## src/rtl/digit_scan_driver_pkg.sv

```systemverilog
`default_nettype none
// ============================================================================
//  Module      : digit_scan_driver_pkg
//  Description : Seven-segment pattern constants shared by the scan driver.
//  Revision    : 1.0 - initial release
// ============================================================================
package digit_scan_driver_pkg;

   // Segment vector bit order: {a,b,c,d,e,f,g}, bit 6 = a, bit 0 = g.
   typedef struct packed {
      logic a;
      logic b;
      logic c;
      logic d;
      logic e;
      logic f;
      logic g;
   } seg7_bits_t;

   localparam logic [6:0] c_seg_off = 7'h00;
   localparam logic [6:0] c_seg_0   = 7'h7E;
   localparam logic [6:0] c_seg_1   = 7'h30;
   localparam logic [6:0] c_seg_2   = 7'h6D;
   localparam logic [6:0] c_seg_3   = 7'h79;
   localparam logic [6:0] c_seg_4   = 7'h33;
   localparam logic [6:0] c_seg_5   = 7'h5B;
   localparam logic [6:0] c_seg_6   = 7'h5F;
   localparam logic [6:0] c_seg_7   = 7'h70;
   localparam logic [6:0] c_seg_8   = 7'h7F;
   localparam logic [6:0] c_seg_9   = 7'h7B;
   localparam logic [6:0] c_seg_a   = 7'h77;
   localparam logic [6:0] c_seg_b   = 7'h1F;
   localparam logic [6:0] c_seg_c   = 7'h4E;
   localparam logic [6:0] c_seg_d   = 7'h3D;
   localparam logic [6:0] c_seg_e   = 7'h4F;
   localparam logic [6:0] c_seg_f   = 7'h47;

endpackage
`default_nettype wire

```

## src/rtl/seg7_hex_decoder.sv

```systemverilog
`default_nettype none
// ============================================================================
//  Module      : seg7_hex_decoder
//  Description : Combinational 4-bit hex code to seven-segment pattern.
//  Revision    : 1.0 - initial release
// ============================================================================
module seg7_hex_decoder
   import digit_scan_driver_pkg::*;
(
   input  logic [3:0] i_code,
   output logic [6:0] o_seg
);

   always_comb begin
      o_seg = c_seg_off;
      case (i_code)
         4'h0: o_seg = c_seg_0;
         4'h1: o_seg = c_seg_1;
         4'h2: o_seg = c_seg_2;
         4'h3: o_seg = c_seg_3;
         4'h4: o_seg = c_seg_4;
         4'h5: o_seg = c_seg_5;
         4'h6: o_seg = c_seg_6;
         4'h7: o_seg = c_seg_7;
         4'h8: o_seg = c_seg_8;
         4'h9: o_seg = c_seg_9;
         4'hA: o_seg = c_seg_a;
         4'hB: o_seg = c_seg_b;
         4'hC: o_seg = c_seg_c;
         4'hD: o_seg = c_seg_d;
         4'hE: o_seg = c_seg_e;
         4'hF: o_seg = c_seg_f;
         default: o_seg = c_seg_off;
      endcase
   end

endmodule
`default_nettype wire

```

## src/rtl/digit_scan_driver.sv

```systemverilog
`default_nettype none
// ============================================================================
//  Module      : digit_scan_driver
//  Description : N-digit multiplexed seven-segment scanner with dead time,
//                leading-zero suppression and per-frame input snapshots.
//  Revision    : 1.0 - initial release
// ============================================================================
module digit_scan_driver
   import digit_scan_driver_pkg::*;
#(
   parameter int DIGITS       = 4,
   parameter int CLK_DIV      = 50000,
   parameter int BLANK_CYCLES = 16
) (
   input  logic                clk_i,
   input  logic                rst_n_i,
   input  logic                en_i,
   input  logic [4*DIGITS-1:0] bcd_i,
   input  logic [DIGITS-1:0]   dp_i,
   input  logic [DIGITS-1:0]   blank_i,
   input  logic                lz_en_i,
   output logic [DIGITS-1:0]   sel_o,
   output logic [6:0]          seg_o,
   output logic                dp_o,
   output logic                frame_o
);

   localparam int c_cnt_w  = (CLK_DIV > 2) ? $clog2(CLK_DIV) : 1;
   localparam int c_slot_w = (DIGITS > 2) ? $clog2(DIGITS) : 1;
   localparam logic [c_cnt_w-1:0]  c_cnt_last  = c_cnt_w'(CLK_DIV - 1);
   localparam logic [c_slot_w-1:0] c_slot_last = c_slot_w'(DIGITS - 1);

   logic [c_cnt_w-1:0]  r_cnt;
   logic [c_slot_w-1:0] r_slot;
   logic [4*DIGITS-1:0] r_snap_bcd;
   logic [DIGITS-1:0]   r_snap_dp;
   logic [DIGITS-1:0]   r_snap_blank;
   logic                r_snap_lz;
   logic [DIGITS-1:0]   r_sel;
   logic [6:0]          r_seg;
   logic                r_dp;
   logic                r_frame;

   logic                w_slot_end;
   logic                w_boundary;
   logic                w_snap_load;
   logic [DIGITS-1:0]   w_supp;
   logic                w_zero_run;
   logic [3:0]          w_code;
   logic                w_dp_sel;
   logic                w_dark_sel;
   logic                w_active;
   logic [DIGITS-1:0]   w_sel_nxt;
   logic [6:0]          w_seg_dec;

   assign w_slot_end  = (r_cnt == c_cnt_last);
   assign w_boundary  = en_i && w_slot_end && (r_slot == c_slot_last);
   assign w_snap_load = w_boundary || !en_i;

   // A digit is a leading zero when it and every more significant digit are 0.
   always_comb begin
      w_supp     = '0;
      w_zero_run = r_snap_lz;
      for (int k = DIGITS - 1; k >= 1; k--) begin
         w_zero_run = w_zero_run && (r_snap_bcd[4*k +: 4] == 4'd0);
         w_supp[k]  = w_zero_run;
      end
   end

   always_comb begin
      w_code     = 4'd0;
      w_dp_sel   = 1'b0;
      w_dark_sel = 1'b1;
      for (int k = 0; k < DIGITS; k++) begin
         if (r_slot == c_slot_w'(k)) begin
            w_code     = r_snap_bcd[4*k +: 4];
            w_dp_sel   = r_snap_dp[k];
            w_dark_sel = r_snap_blank[k] | w_supp[k];
         end
      end
      w_active  = en_i && (int'(r_cnt) >= BLANK_CYCLES) && !w_dark_sel;
      w_sel_nxt = '1;
      for (int k = 0; k < DIGITS; k++) begin
         if (w_active && (r_slot == c_slot_w'(k))) begin
            w_sel_nxt[k] = 1'b0;
         end
      end
   end

   seg7_hex_decoder u_decoder (
      .i_code (w_code),
      .o_seg  (w_seg_dec)
   );

   always_ff @(posedge clk_i or negedge rst_n_i) begin
      if (!rst_n_i) begin
         r_cnt        <= '0;
         r_slot       <= '0;
         r_snap_bcd   <= '0;
         r_snap_dp    <= '0;
         r_snap_blank <= '0;
         r_snap_lz    <= 1'b0;
         r_sel        <= '1;
         r_seg        <= c_seg_off;
         r_dp         <= 1'b0;
         r_frame      <= 1'b0;
      end else begin
         if (!en_i) begin
            r_cnt  <= '0;
            r_slot <= '0;
         end else if (w_slot_end) begin
            r_cnt  <= '0;
            r_slot <= (r_slot == c_slot_last) ? '0 : r_slot + c_slot_w'(1);
         end else begin
            r_cnt  <= r_cnt + c_cnt_w'(1);
         end

         if (w_snap_load) begin
            r_snap_bcd   <= bcd_i;
            r_snap_dp    <= dp_i;
            r_snap_blank <= blank_i;
            r_snap_lz    <= lz_en_i;
         end

         r_frame <= w_boundary;
         r_sel   <= w_sel_nxt;
         r_seg   <= w_active ? w_seg_dec : c_seg_off;
         r_dp    <= w_active & w_dp_sel;
      end
   end

   assign sel_o   = r_sel;
   assign seg_o   = r_seg;
   assign dp_o    = r_dp;
   assign frame_o = r_frame;

endmodule
`default_nettype wire

```

## config.mk

```make
export PLATFORM = sky130hd
export DESIGN_NAME = digit_scan_driver
export DESIGN_NICKNAME = d
export VERILOG_FILES = /design/src/rtl/digit_scan_driver_pkg.sv /design/src/rtl/seg7_hex_decoder.sv /design/src/rtl/digit_scan_driver.sv
export SDC_FILE = /design/constraint.sdc
export NUM_CORES = 1
export LEC_CHECK = 0
export CAP_MARGIN = 40
export CORE_UTILIZATION = 30
export DETAILED_ROUTE_END_ITERATION = 12
export SLEW_MARGIN = 20
export SYNTH_ARGS = -nofsm -noshare
export SYNTH_HDL_FRONTEND = slang
export SYNTH_SLANG_ARGS = --single-unit
```

## constraint.sdc

```tcl
create_clock -name clk_i -period 3.53 [get_ports clk_i]
set_clock_uncertainty 0.2 [all_clocks]
set_input_delay 0.706 -clock clk_i [delete_from_list [all_inputs] [get_ports clk_i]]
set_output_delay 0.706 -clock clk_i [all_outputs]
set_load 0.01 [all_outputs]
```

; Yosys cells after proc, flatten, opt, wreduce, memory -nomap -nowiden
; Memories as Yosys holds them, arrays and structs flattened.
; Index checks and enable logic that the tools add are counted.
[op_classes]
bitwise = 4
n_addsub = 2
n_eq_ne = 5
n_mux = 22
n_reduce_logical = 18
n_lt_le_gt_ge = 1
[ops]
columns = op, n
row1 = $mux 16, 2
row2 = $add 16x1->16 const B, 1
row3 = $eq 16x16->1 const B, 1
row4 = $ge 16x5->1 const B, 1
row5 = $mux 4, 4
row6 = $logic_not 4->1, 3
row7 = $mux 1, 12
row8 = $logic_and 1x1->1, 11
row9 = $mux 7, 1
row10 = $mux 2, 3
row11 = $eq 2x2->1 const B, 2
row12 = $or 1x1->1, 3
row13 = $add 2x1->2 const B, 1
row14 = $eq 2x1->1 const B, 1
row15 = $logic_not 1->1, 2
row16 = $logic_not 2->1, 1
row17 = $ne 2x1->1 const B, 1
row18 = $and 1x1->1, 1
row19 = $logic_or 1x1->1, 1
[totals]
out_inout_bits = 13
word_cells = 63
ff_bits = 56
rom_bits = 112
mem_count = 1
in_bits = 28
[mem_list]
columns = name, depth, word_bits, read_ports, rd_ports_with_merged_regs, write_ports, line_no
row1 = (name not given), 16, 7, 1, 0, 0, seg7_hex_decoder.sv:16  ; case (i_code)

; Logic depth before layout (Yosys ltp)
[depth]
ltp_word = 12
ltp_mapped = 11
ltp_nobuf = 10

; Cells and area by module
; From an unflattened synthesis, not the netlist that was laid out.
[unflattened]
cells_unflattened = 262
hier_area_um2 = 2901.5
[modules_own_cells]
columns = module, n_inst, cells_each, area_each_um2, seq_area_each_um2
row1 = digit_scan_driver, 1, 229, 2613.8, 1406.3
row2 = seg7_hex_decoder, 1, 33, 287.8, 0.0

; Worst setup path before layout
; No wires, ideal clock.
[synth_timing]
path_type = register to register
from = register r_slot[0]
to = register r_seg[6], in the netlist seg_o[6]
path_buffers = 1
t_arrival_ns = 2.216
required_time_ns = 3.251
setup_time_ns = 0.079
stages_incl_launch_ff = 10
period_less_slack_ns = 2.496
slack_ns = 1.034
cell_sequence = dfrtp_1 > inv_1 > ha_1 > clkbuf_1 > nand2b_1 > o211ai_1 > inv_1 > ha_1 > or3_1 > a21oi_1
[synth_between]
elab_chain_cells = 8
elab_cells_between_ends = 16
classes_between = 3 x eq/ne / 9 x mux / 3 x reduce/logical / 1 x memory
[synth_rtl]
columns = element, line_no
row1 = start: declaration, digit_scan_driver.sv:34  ; logic [c_slot_w-1:0] r_slot;
row2 = start signal: assignment, digit_scan_driver.sv:113  ; r_slot <= (r_slot == c_slot_last) ? '0 : r_slot + c_slot_w'(1);
row3 = "parallel branches: the longest is 7 deep, another holds $mem_v2 16x7", --
row4 = $mux 7 *, digit_scan_driver.sv:127  ; r_seg <= w_active ? w_seg_dec : c_seg_off;
row5 = end signal: assignment, digit_scan_driver.sv:104  ; r_seg <= c_seg_off;
row6 = end signal: assignment, digit_scan_driver.sv:127
row7 = end: declaration, digit_scan_driver.sv:40  ; logic [6:0] r_seg;
; Mark *: on every way between the ends.
; A chain may end at the register's enable or synchronous reset.

; Final worst setup path
[layout_timing]
from = register r_slot[0]
to = register r_seg[3], in the netlist seg_o[3]
; The elaborated chain is that of the path after synthesis.

==> run summary <==
LOGIC SYNTHESIS
--------------------------------------------------------------------------------
Share of async-settable or async-resettable flops after synthesis .         100%
Number of distinct library cells after synthesis ..................           41
Xor/xnor cell area share of the yosys netlist .....................        4.36%
Fraction of the yosys area taken by sequential cells ..............        50.0%
Post-Syn Instances ................................................          252
Area share of and/or/nand/nor cells after synthesis ...............        18.7%
Adder and majority gate portion of the synthesized area ...........        5.34%
Total nets after synthesis ........................................          292
Most used flip-flop cell after synthesis .......................... sky130_fd_sc_hd__dfrtp_1
Total of flip-flops plus latches after synthesis ..................           56
Cell area after synthesis .........................................    2810 um^2
Largest family of logic cells by synthesized area ................. simple AND/OR/NAND/NOR gates
Number of flops mapped to enable cells by yosys ...................            0
Number of synthesis warnings ......................................            0
Average cell area after synthesis .................................    11.2 um^2
Portion of netlist area occupied by mux cells .....................        10.7%
Post-synthesis compound-gate area fraction ........................        8.06%

TIMING
--------------------------------------------------------------------------------
Total Negative Setup Slacks .......................................         0 ns
Fraction of the cycle the final worst path needs ..................        74.6%
Hold Vio Cnt, Final ...............................................            0
Unrepaired setup endpoints after global routing ...................        false
Maximum clock frequency ...........................................    0.380 GHz
Worst Tran Pin Value ..............................................     0.702 ns
Crit path time final ..............................................      2.63 ns
Pins over their slew limit ........................................            0
Setup-failing EPs final ...........................................            0
Min Hold Slack ....................................................     0.284 ns
Fin worst setup slack .............................................     0.897 ns
Worst-case headroom to the max-slew limit .........................        53.2%

PLACED DESIGN
--------------------------------------------------------------------------------
HPWL Detailed .....................................................      4130 um
Placed cell areas .................................................    3320 um^2
Pre-CTS setup slack ...............................................     0.922 ns
Number of input and output port buffers inserted ..................           40
Routability Congestion ............................................        0.819

FLOORPLAN
--------------------------------------------------------------------------------
Die extent in x ...................................................      98.8 um
Floorplan die area ................................................    9760 um^2
IO Pins ...........................................................           41
Site Rows .........................................................           34
Floorplan Core Area ...............................................    8890 um^2
Die Y .............................................................      98.8 um
Starting utilization of the core area .............................        31.6%

CLOCK TREE
--------------------------------------------------------------------------------
Clock buffers created by TritonCTS ................................            5
H-tree Lvls .......................................................            2
Post-cts repair resize count ......................................            0
Buffer depth of the longest clock path ............................            2
Cts hold-fix bufs .................................................            0
Clock transition at path regs .....................................      0.10 ns
Clock latency at the later pin of the worst-skew pair .............      0.31 ns
# clock sinks .....................................................           56
CTS tree ..........................................................        built
CTS root buf ...................................................... sky130_fd_sc_hd__clkbuf_8
Setup fix buffers added after clock tree synthesis ................            0

FINAL LAYOUT
--------------------------------------------------------------------------------
Area growth from synthesis to final layout ........................        21.1%
Antenna fix cells .................................................            0
Final standard cell area without fillers ..........................    3400 um^2
Share of cells above drive strength 1 .............................        15.6%
Final Net Count ...................................................          335
Final core utilization ............................................        38.3%

WORST SETUP PATH
--------------------------------------------------------------------------------
Setup slack of the worst register-to-register path ................      0.90 ns
Critical path arrival .............................................      2.67 ns
RR Startpoint .....................................................    r_slot[0]
Startpoint class of the critical path .............................    flip-flop
Worst Path Class, Setup ...........................................      reg2reg
Type of element capturing the critical path .......................    flip-flop
Worst reg2reg endpoint ............................................     seg_o[3]
Crit path max fanout ..............................................           10
Worst reg2reg path depth ..........................................           11
Required time of the critical path ................................      3.57 ns

DETAILED ROUTING
--------------------------------------------------------------------------------
Number of vias per cell ...........................................         4.91
Routed vias .......................................................        1,980
Number of remaining DRC errors ....................................            0
Total wire length .................................................      5700 um
Number of DRC markers after the initial detailed-route iteration ..          125
Final ANT Viol Nets ...............................................            0
Average detailed-routed wire length per instance ..................      14.1 um
Iteration count of the initial detailed-routing pass ..............            4

GLOBAL ROUTE
--------------------------------------------------------------------------------
Overflow left after global routing ................................            0
Overall routing resource usage ....................................        12.6%
Wire length of the first global-routing pass ......................      9770 um
Number of antenna violations at the first check in global routing .            0
Number of global-route vias before repair .........................        2,003
Pin count of the biggest net entering global routing ..............           57

HOLD PATH
--------------------------------------------------------------------------------
Worst hold stages .................................................            1
Hold path endpoint ................................................     r_cnt[0]
Class of the tightest hold or removal check .......................      reg2reg
Hold path start ...................................................     r_cnt[0]

POWER
--------------------------------------------------------------------------------
Total power divided by cell area ..................................  352 nW/um^2
LEAKAGE ...........................................................      1.44 nW
Worst ir drop on vdd ..............................................       172 uV

RUN
--------------------------------------------------------------------------------
Number of violations of the max-capacitance limit .................            0

OUTCOME
--------------------------------------------------------------------------------
Result of the run ................................................. complete, no violations

## cells by family (layout without fill, tap and decap cells)
kind of cell    count (synthesis)  count (layout)
buf+inv                        16              59
fa+ha+maj                      12              12
mux                            27              27
flops                          56              56
simple gates                   95              95
compound gates                 32              32
xor+xnor                       14              14
## worst max path at each step
stage | startpoint | endpoint | cells after the start
after CTS | r_slot[0] | seg_o[3] | 11
after global routing | r_slot[0] | seg_o[3] | 11
final | r_slot[0] | seg_o[3] | 11
after detailed placement | en_i | r_snap_bcd[8] | 5
after floorplan | r_slot[0] | seg_o[6] | 9
after global placement | en_i | r_snap_bcd[7] | 5
## cells in the mapped netlist, types with 3 or more instances
library cell / instances / area, um^2
sky130_fd_sc_hd__nor3_1: 5 / 25.0
sky130_fd_sc_hd__dfrtp_1: 52 / 1300
sky130_fd_sc_hd__inv_1: 8 / 30.0
sky130_fd_sc_hd__nand3_1: 13 / 65.1
sky130_fd_sc_hd__nand2b_1: 6 / 37.5
sky130_fd_sc_hd__nor2_1: 21 / 78.8
sky130_fd_sc_hd__mux2_2: 25 / 282
sky130_fd_sc_hd__a211oi_1: 3 / 22.5
sky130_fd_sc_hd__and4_1: 3 / 26.3
sky130_fd_sc_hd__dfstp_2: 4 / 105
sky130_fd_sc_hd__o211ai_1: 3 / 22.5
sky130_fd_sc_hd__nand2_1: 15 / 56.3
sky130_fd_sc_hd__a221oi_1: 3 / 26.3
sky130_fd_sc_hd__nor2b_1: 3 / 18.8
sky130_fd_sc_hd__xor2_1: 10 / 87.6
sky130_fd_sc_hd__xnor2_1: 4 / 35.0
sky130_fd_sc_hd__nand3b_1: 3 / 22.5
sky130_fd_sc_hd__and3_1: 5 / 31.3
sky130_fd_sc_hd__a21oi_1: 12 / 60.1
sky130_fd_sc_hd__ha_1: 12 / 150
sky130_fd_sc_hd__clkbuf_1: 4 / 15.0
sky130_fd_sc_hd__nand4_1: 6 / 37.5
sky130_fd_sc_hd__or4_1: 4 / 30.0
sky130_fd_sc_hd__o21ai_0: 4 / 20.0
## routing by layer
metal,up-vias,track usage (%),wire (um)
met5,-,0,0
met4,0,4.59,55
met3,4,2.27,180
met2,34,18.3,2530
met1,958,18.6,2930
li1,984,-,-
## through the flow
stage	total power, mW	instances
global route	1.26	403
global placement	0.864	396
detailed placement	0.868	396
finish	1.20	403
floorplan	0.796	252
CTS	1.22	403
## power breakdown
group / internal, mW / switching [mW] / leakage (nW)
clock network: 0.140 / 0.204 / 0.0417
registers: 0.673 / 0.0238 / 0.709
logic: 0.0830 / 0.0743 / 0.690
## placed cells by master (no fill, tap or decap), types with 2 or more instances in the layout
| cell | count |
|---|---|
| sky130_fd_sc_hd__nand2b_1 | 6 |
| sky130_fd_sc_hd__o21ai_0 | 4 |
| sky130_fd_sc_hd__inv_1 | 8 |
| sky130_fd_sc_hd__or3_1 | 2 |
| sky130_fd_sc_hd__and4_1 | 3 |
| sky130_fd_sc_hd__xnor2_1 | 4 |
| sky130_fd_sc_hd__nor2b_1 | 3 |
| sky130_fd_sc_hd__mux2_2 | 25 |
| sky130_fd_sc_hd__ha_1 | 12 |
| sky130_fd_sc_hd__nor3_1 | 5 |
| sky130_fd_sc_hd__nand2_1 | 15 |
| sky130_fd_sc_hd__nand3_1 | 13 |
| sky130_fd_sc_hd__nand3b_1 | 3 |
| sky130_fd_sc_hd__and3_2 | 2 |
| sky130_fd_sc_hd__buf_4 | 4 |
| sky130_fd_sc_hd__xor2_1 | 10 |
| sky130_fd_sc_hd__and3_1 | 5 |
| sky130_fd_sc_hd__o211ai_1 | 3 |
| sky130_fd_sc_hd__dfstp_2 | 4 |
| sky130_fd_sc_hd__a211oi_1 | 3 |
| sky130_fd_sc_hd__dfrtp_1 | 52 |
| sky130_fd_sc_hd__nor2_1 | 21 |
| sky130_fd_sc_hd__nor3b_1 | 2 |
| sky130_fd_sc_hd__nand4_1 | 6 |
| sky130_fd_sc_hd__clkdlybuf4s50_1 | 39 |
| sky130_fd_sc_hd__clkbuf_8 | 5 |
| sky130_fd_sc_hd__a21oi_1 | 12 |
| sky130_fd_sc_hd__mux2i_1 | 2 |
| sky130_fd_sc_hd__nor4_1 | 2 |
| sky130_fd_sc_hd__a221oi_1 | 3 |
| sky130_fd_sc_hd__or4_1 | 4 |
## sequential cells by signal, summed over array words and instances (netlist names)
name,count
r_snap_bcd,16
frame_o,1
r_cnt,16
r_snap_blank,4
r_snap_dp,4
r_snap_lz,1
r_slot,2
dp_o,1
sel_o,4
seg_o,7
## worst max-delay path, stage by stage (launching register included)
cell and delay (ns):
sky130_fd_sc_hd__dfrtp_1 0.42, sky130_fd_sc_hd__inv_1 0.09, sky130_fd_sc_hd__ha_1 0.33, sky130_fd_sc_hd__nor2_1 0.25
sky130_fd_sc_hd__o211ai_1 0.14, sky130_fd_sc_hd__o211ai_1 0.12, sky130_fd_sc_hd__buf_4 0.18, sky130_fd_sc_hd__inv_1 0.07
sky130_fd_sc_hd__ha_1 0.20, sky130_fd_sc_hd__nor3_1 0.25, sky130_fd_sc_hd__o21ai_0 0.15, sky130_fd_sc_hd__a21oi_1 0.17
## cell type report
class / instances / area, um^2
Clock buffer: 6 / 72.6
Tap cell: 108 / 135
Sequential cell: 56 / 1410
Multi-Input combinational cell: 180 / 1330
Timing Repair Buffer: 44 / 425
Clock inverter: 1 / 8.76
Inverter: 8 / 30.0
Fill cell: 876 / 5490
Power figures use the tool's default switching activity.
==> RTL edit 1 (same settings) <==
Set the parameter `CLK_DIV` to 200000 (it was 50000).
--- a/src/rtl/digit_scan_driver.sv
+++ b/src/rtl/digit_scan_driver.sv
@@ -9,7 +9,7 @@
    import digit_scan_driver_pkg::*;
 #(
    parameter int DIGITS       = 4,
-   parameter int CLK_DIV      = 50000,
+   parameter int CLK_DIV      = 200000,
    parameter int BLANK_CYCLES = 16
 ) (
    input  logic                clk_i,
Check against the original RTL: no difference found for any inputs over 10 cycles, from zero or initial values and one cycle with rst_n_i low; that may be too few to reach the edited logic, so the function may still have changed.
==> RTL edit 1 against the unedited design <==
  * Sequential cell count increased by 2
  * Via count increased by 5.5%
  * Die area increased by 7.5%
  * Final area increased by 10%
  * Setup slack got worse by 43 ps
  * Total power increased by 25%
  * Area after synthesis increased by 7.6%
  * Synthesized cell count increased by 9.1%
  * Critical endpoint is now seg_o[0]
  * Routed wire length increased by 7.2%
  * Clock power increased by 73%
  * Cell count increased by 14%
  * Core utilization about the same
==> RTL edit 1: results (changes against the unedited design) <==
| Metric | Value |
|---|---|
| DP Worst Slack | 895 ps (-26.9 ps) |
| Syn Area/Cell | 11.0 sq um (-1.4%) |
| Nets@finish | 360 (+7.5%) |
| Vias in the first global route | 2,099 (+4.8%) |
| Met2 usage | 0.205 (+0.0221) |
| Seq pwr | 0.722 mW (+3.6%) |
| Status | complete, no violations |
| Clock Latency Late Sink | 340 ps (+30 ps) |
| First-pass GRT wire length | 10,500 um (+7.1%) |
| Largest net degree at the start of global routing | 59 (+3.5%) |
| Rel. slew slack | 0.601 (+0.0694) |
| HPWL Detailed | 4300 um (+4.1%) |
| Met1 Wirelength | 3060 um (+4.3%) |
| Leakage | 1.63 nW (+13%) |
| Sw Share | 0.239 (-0.0130) |
| M1 GR Usage | 0.175 (-0.0108) |
| Synth top cells by count | dfrtp_1 (54), nand2_1 (28), nor2_1 (28) |
| DR vias/cell | 4.56 (-7.2%) |
| Combinational Power Share | 0.121 (-0.010) |
| Netlist cell types | 48 (+17%) |
| Initial DRC count | 103 (-18%) |
| Max FO, Critical Path | 12 (+2) |
| Hold Crit Class | in2async |
| Total GRT Usage | 0.134 (+0.00855) |
| Final WL | 6110 um (+7.2%) |
| Sequential-to-total area share from yosys stat | 0.482 (-0.0189) |
| DP Cell Count | 441 (+11%) |
| Sequential share of power | 0.482 (-0.100) |
| Grt met3 use | 0.0561 (+0.0334) |
| WL/cell | 13.3 um (-5.6%) |
| Synth top area cells | dfrtp_1 (45%), mux2_4 (9.9%), ha_1 (5.0%) |
| Placed Instance Area | 3530 sq um (+6.1%) |
| TritonCTS Buffers | 9 (+4) |
| CTS clk-pin slew, worst paths | 60 ps (-40 ps) |
| CTS H-tree lvls | 3 (+1) |
[RTL edit 1: cell types whose count changed in the layout (fill, tap and decap cells not counted), sizes merged, moves of 5 or more]
cell    unedited run  this run
inv                9        18
nor3               5        10
clkbuf             6        13
xor2              10         3
and3               7         2
nor2              21        28
nand2             15        28
xnor2              4        13
[RTL edit 1: cell families (layout without fill, tap and decap cells)]
logic type / count (synthesis) / in the layout / share of synthesized area
AOI/OAI and AO/OA: 35 / 35 / 0.0856
xor gates and xnor gates: 16 / 16 / 0.0463
adders and majority gates: 12 / 12 / 0.0496
buffers and inverters: 29 / 79 / 0.0517
DFF: 58 / 58 / 0.482
muxes: 26 / 26 / 0.121
and+or+nand+nor: 99 / 99 / 0.164
[RTL edit 1: path summary, 6_finish.rpt]
kind                                start   endpoint  slack, ps  cells past startpoint
min in group clk_i               r_cnt[0]   r_cnt[0]        270                      1
worst min-delay path              rst_n_i  r_cnt[11]        240                      3
worst min register to register   r_cnt[0]   r_cnt[0]        270                      1
worst max register to register  r_slot[0]   seg_o[0]        850                      8
max in group asynchronous         rst_n_i   sel_o[1]       2590                      3
worst max-delay path            r_slot[0]   seg_o[0]        850                      8
[RTL edit 1: layout make-up]
cell class	count	area, sq um	area share
Clock buffer	13	149	0.0398
Clock inverter	3	40.0	0.0107
Inverter	18	67.6	0.0180
Multi-Input combinational cell	188	1410	0.377
Sequential cell	58	1460	0.389
Tap cell	133	166	0.0445
Timing Repair Buffer	45	453	0.121
[RTL edit 1: worst max-delay path: cells and delay by family, from the launching register on]
family / cells / cell delay, ps
and+or+nand+nor: 2 / 350
AOI/OAI and AO/OA: 3 / 780
adders and majority gates: 2 / 620
DFF: 1 / 430
buffers and inverters: 1 / 200
==> RTL edit 2 (same settings) <==
Without the edit above. Put one more register stage on the output `seg_o`. The value now appears one clock later. The other outputs are not delayed to match.
--- a/src/rtl/digit_scan_driver.sv
+++ b/src/rtl/digit_scan_driver.sv
@@ -130,7 +130,9 @@
    end
 
    assign sel_o   = r_sel;
-   assign seg_o   = r_seg;
+   always_ff @(posedge clk_i) begin
+      seg_o <= r_seg;
+   end
    assign dp_o    = r_dp;
    assign frame_o = r_frame;
 
Function: same outputs for any inputs over 10 cycles, from zero or initial values and one cycle with rst_n_i low; that may be too few to reach the edited logic, so the function may still have changed.
==> RTL edit 2 against the unedited design <==
  * Combinational power up 11%
  * Total power grew 51%
  * Highest routed layer unchanged
  * Worst hold slack got worse by 140 ps
  * Clock power grew to 2.5 times the old value
  * Setup slack worse by 12 ps
  * Final area up 12%
  * Via count increased by 1.7%
  * Area after synthesis is 7.4% higher
  * Die area grew 7.2%
  * Sequential power rose by 12%
  * Routed wire length up 3.7%
  * Sequential cell count is 7 higher
==> RTL edit 2: results (changes against the unedited design) <==
| Metric | Value |
|---|---|
| Leakage | 1.67 nW (+16%) |
| Slowest cell on the critical path | or4_1 |
| Metal3 WL | 241 um (+34%) |
| Layout cells sized above 1 | 0.159 (+0.00264) |
| Clock Latency Late Sink | 350 ps (+40 ps) |
| Post-Synthesis Cells | 260 (+3.2%) |
| Maximum VDD drop | 0.205 mV (+19%) |
| CTS H-tree lvls | 3 (+1) |
| HPWL Detailed | 4350 um (+5.2%) |
| Non-Filler Instances | 442 (+9.7%) |
| Biggest regs | r_cnt (16), r_snap_bcd (16) |
| Worst Max-Slew Pin Slew | 579 ps (-123 ps) |
| Synth top area cells | dfrtp_1 (43%), mux2_4 (10%), ha_1 (5.0%) |
| TritonCTS Buffers | 9 (+4) |
| Status | complete, no violations |
| Max FO, Critical Path | 25 (+15) |
| Post-synth ARST share | 0.889 (-0.111) |
| Synth top cells by count | dfrtp_1 (52), nor2_1 (23), mux2_4 (20) |
| Initial DRC count | 54 (-57%) |
| Nets@finish | 344 (+2.7%) |
| DP Worst Slack | 884 ps (-37.7 ps) |
| CTS clk-pin slew, worst paths | 70 ps (-30 ps) |
| GPL Wtd Cong | 0.835 (+1.9%) |
| First-pass GRT wire length | 9800 um (+0.29%) |
| Netlist cell types | 42 (+2.4%) |
| Data arrival time of the critical path | 2680 ps (about the same) |
| Internal power | 1.43 mW (+59%) |
| Crit path largest cell delay | 680 ps (+260 ps) |
| M1 GR Usage | 0.177 (-0.00894) |
| Met1 Wirelength | 3060 um (+4.4%) |
| DP Cell Count | 426 (+7.6%) |
| Grt met3 use | 0.0308 (+0.00808) |
| Routed wl met2 | 2480 um (-2.2%) |
| Vias in the first global route | 1,977 (-1.3%) |
| Sequential-to-total area share from yosys stat | 0.512 (+0.0120) |
| Final WL | 5910 um (+3.7%) |
| DR vias/cell | 4.55 (-7.3%) |
| Total GRT Usage | 0.126 (-0.000143) |
| Largest net degree at the start of global routing | 32 (-44%) |
| Delay-heaviest family, CP | simple AND/OR/NAND/NOR gates |
| Met2 usage | 0.170 (-0.0125) |
==> RTL edit 2: final timing paths <==
path                                 end  startpoint  slack [ps]  cells past startpoint
min reg2reg                     seg_o[2]    r_seg[2]         140                      0
max in group asynchronous       sel_o[3]     rst_n_i        2130                      2
min                             seg_o[2]    r_seg[2]         140                      0
min in group asynchronous        frame_o     rst_n_i         150                      1
max                        r_snap_bcd[6]    r_cnt[7]         880                      6
max reg2reg                r_snap_bcd[6]    r_cnt[7]         880                      6
==> RTL edit 2: worst register-to-register path: stages, from the launching register on <==
cell and delay, ps:
dfrtp_1 430, nor4_1 280, nand2_1 100, or4_1 680, o21a_1 230, buf_4 260
mux2_4 350
==> RTL edit 2: cells by family after synthesis <==
kind of cell,count (synthesis),synth area share
adder cells (fa/ha/maj),12,0.0497
flip-flops,63,0.512
AND/OR/NAND/NOR,94,0.164
AO/OA/AOI/OAI,31,0.0692
buffers and inverters,18,0.0361
multiplexers,28,0.128
XOR/XNOR,14,0.0406
==> RTL edit 2: power groups by stage <==
stage	Sequential, mW	Combinational, mW	Clock [mW]
3_3_place_gp	0.792	0.172	0
3_5_place_dp	0.792	0.174	0
6_report	0.778	0.174	0.861
2_1_floorplan	0.781	0.115	0
5_1_grt	0.782	0.192	0.912
4_1_cts	0.778	0.176	0.877
==> RTL edit 2: stage by stage <==
step                      total power [mW]  area (sq um)
after global placement               0.964          3520
after floorplan                      0.896          3020
after detailed placement             0.966          3520
final                                 1.81          3800
after global routing                  1.89          3800
after CTS                             1.83          3800
==> RTL edit 2: final cells by class <==
type	instances	area (sq um)
Clock buffer	11	151
Clock inverter	5	128
Fill cell	949	5970
Inverter	8	30.0
Multi-Input combinational cell	179	1360
Sequential cell	63	1550
Tap cell	133	166
Timing Repair Buffer	43	418
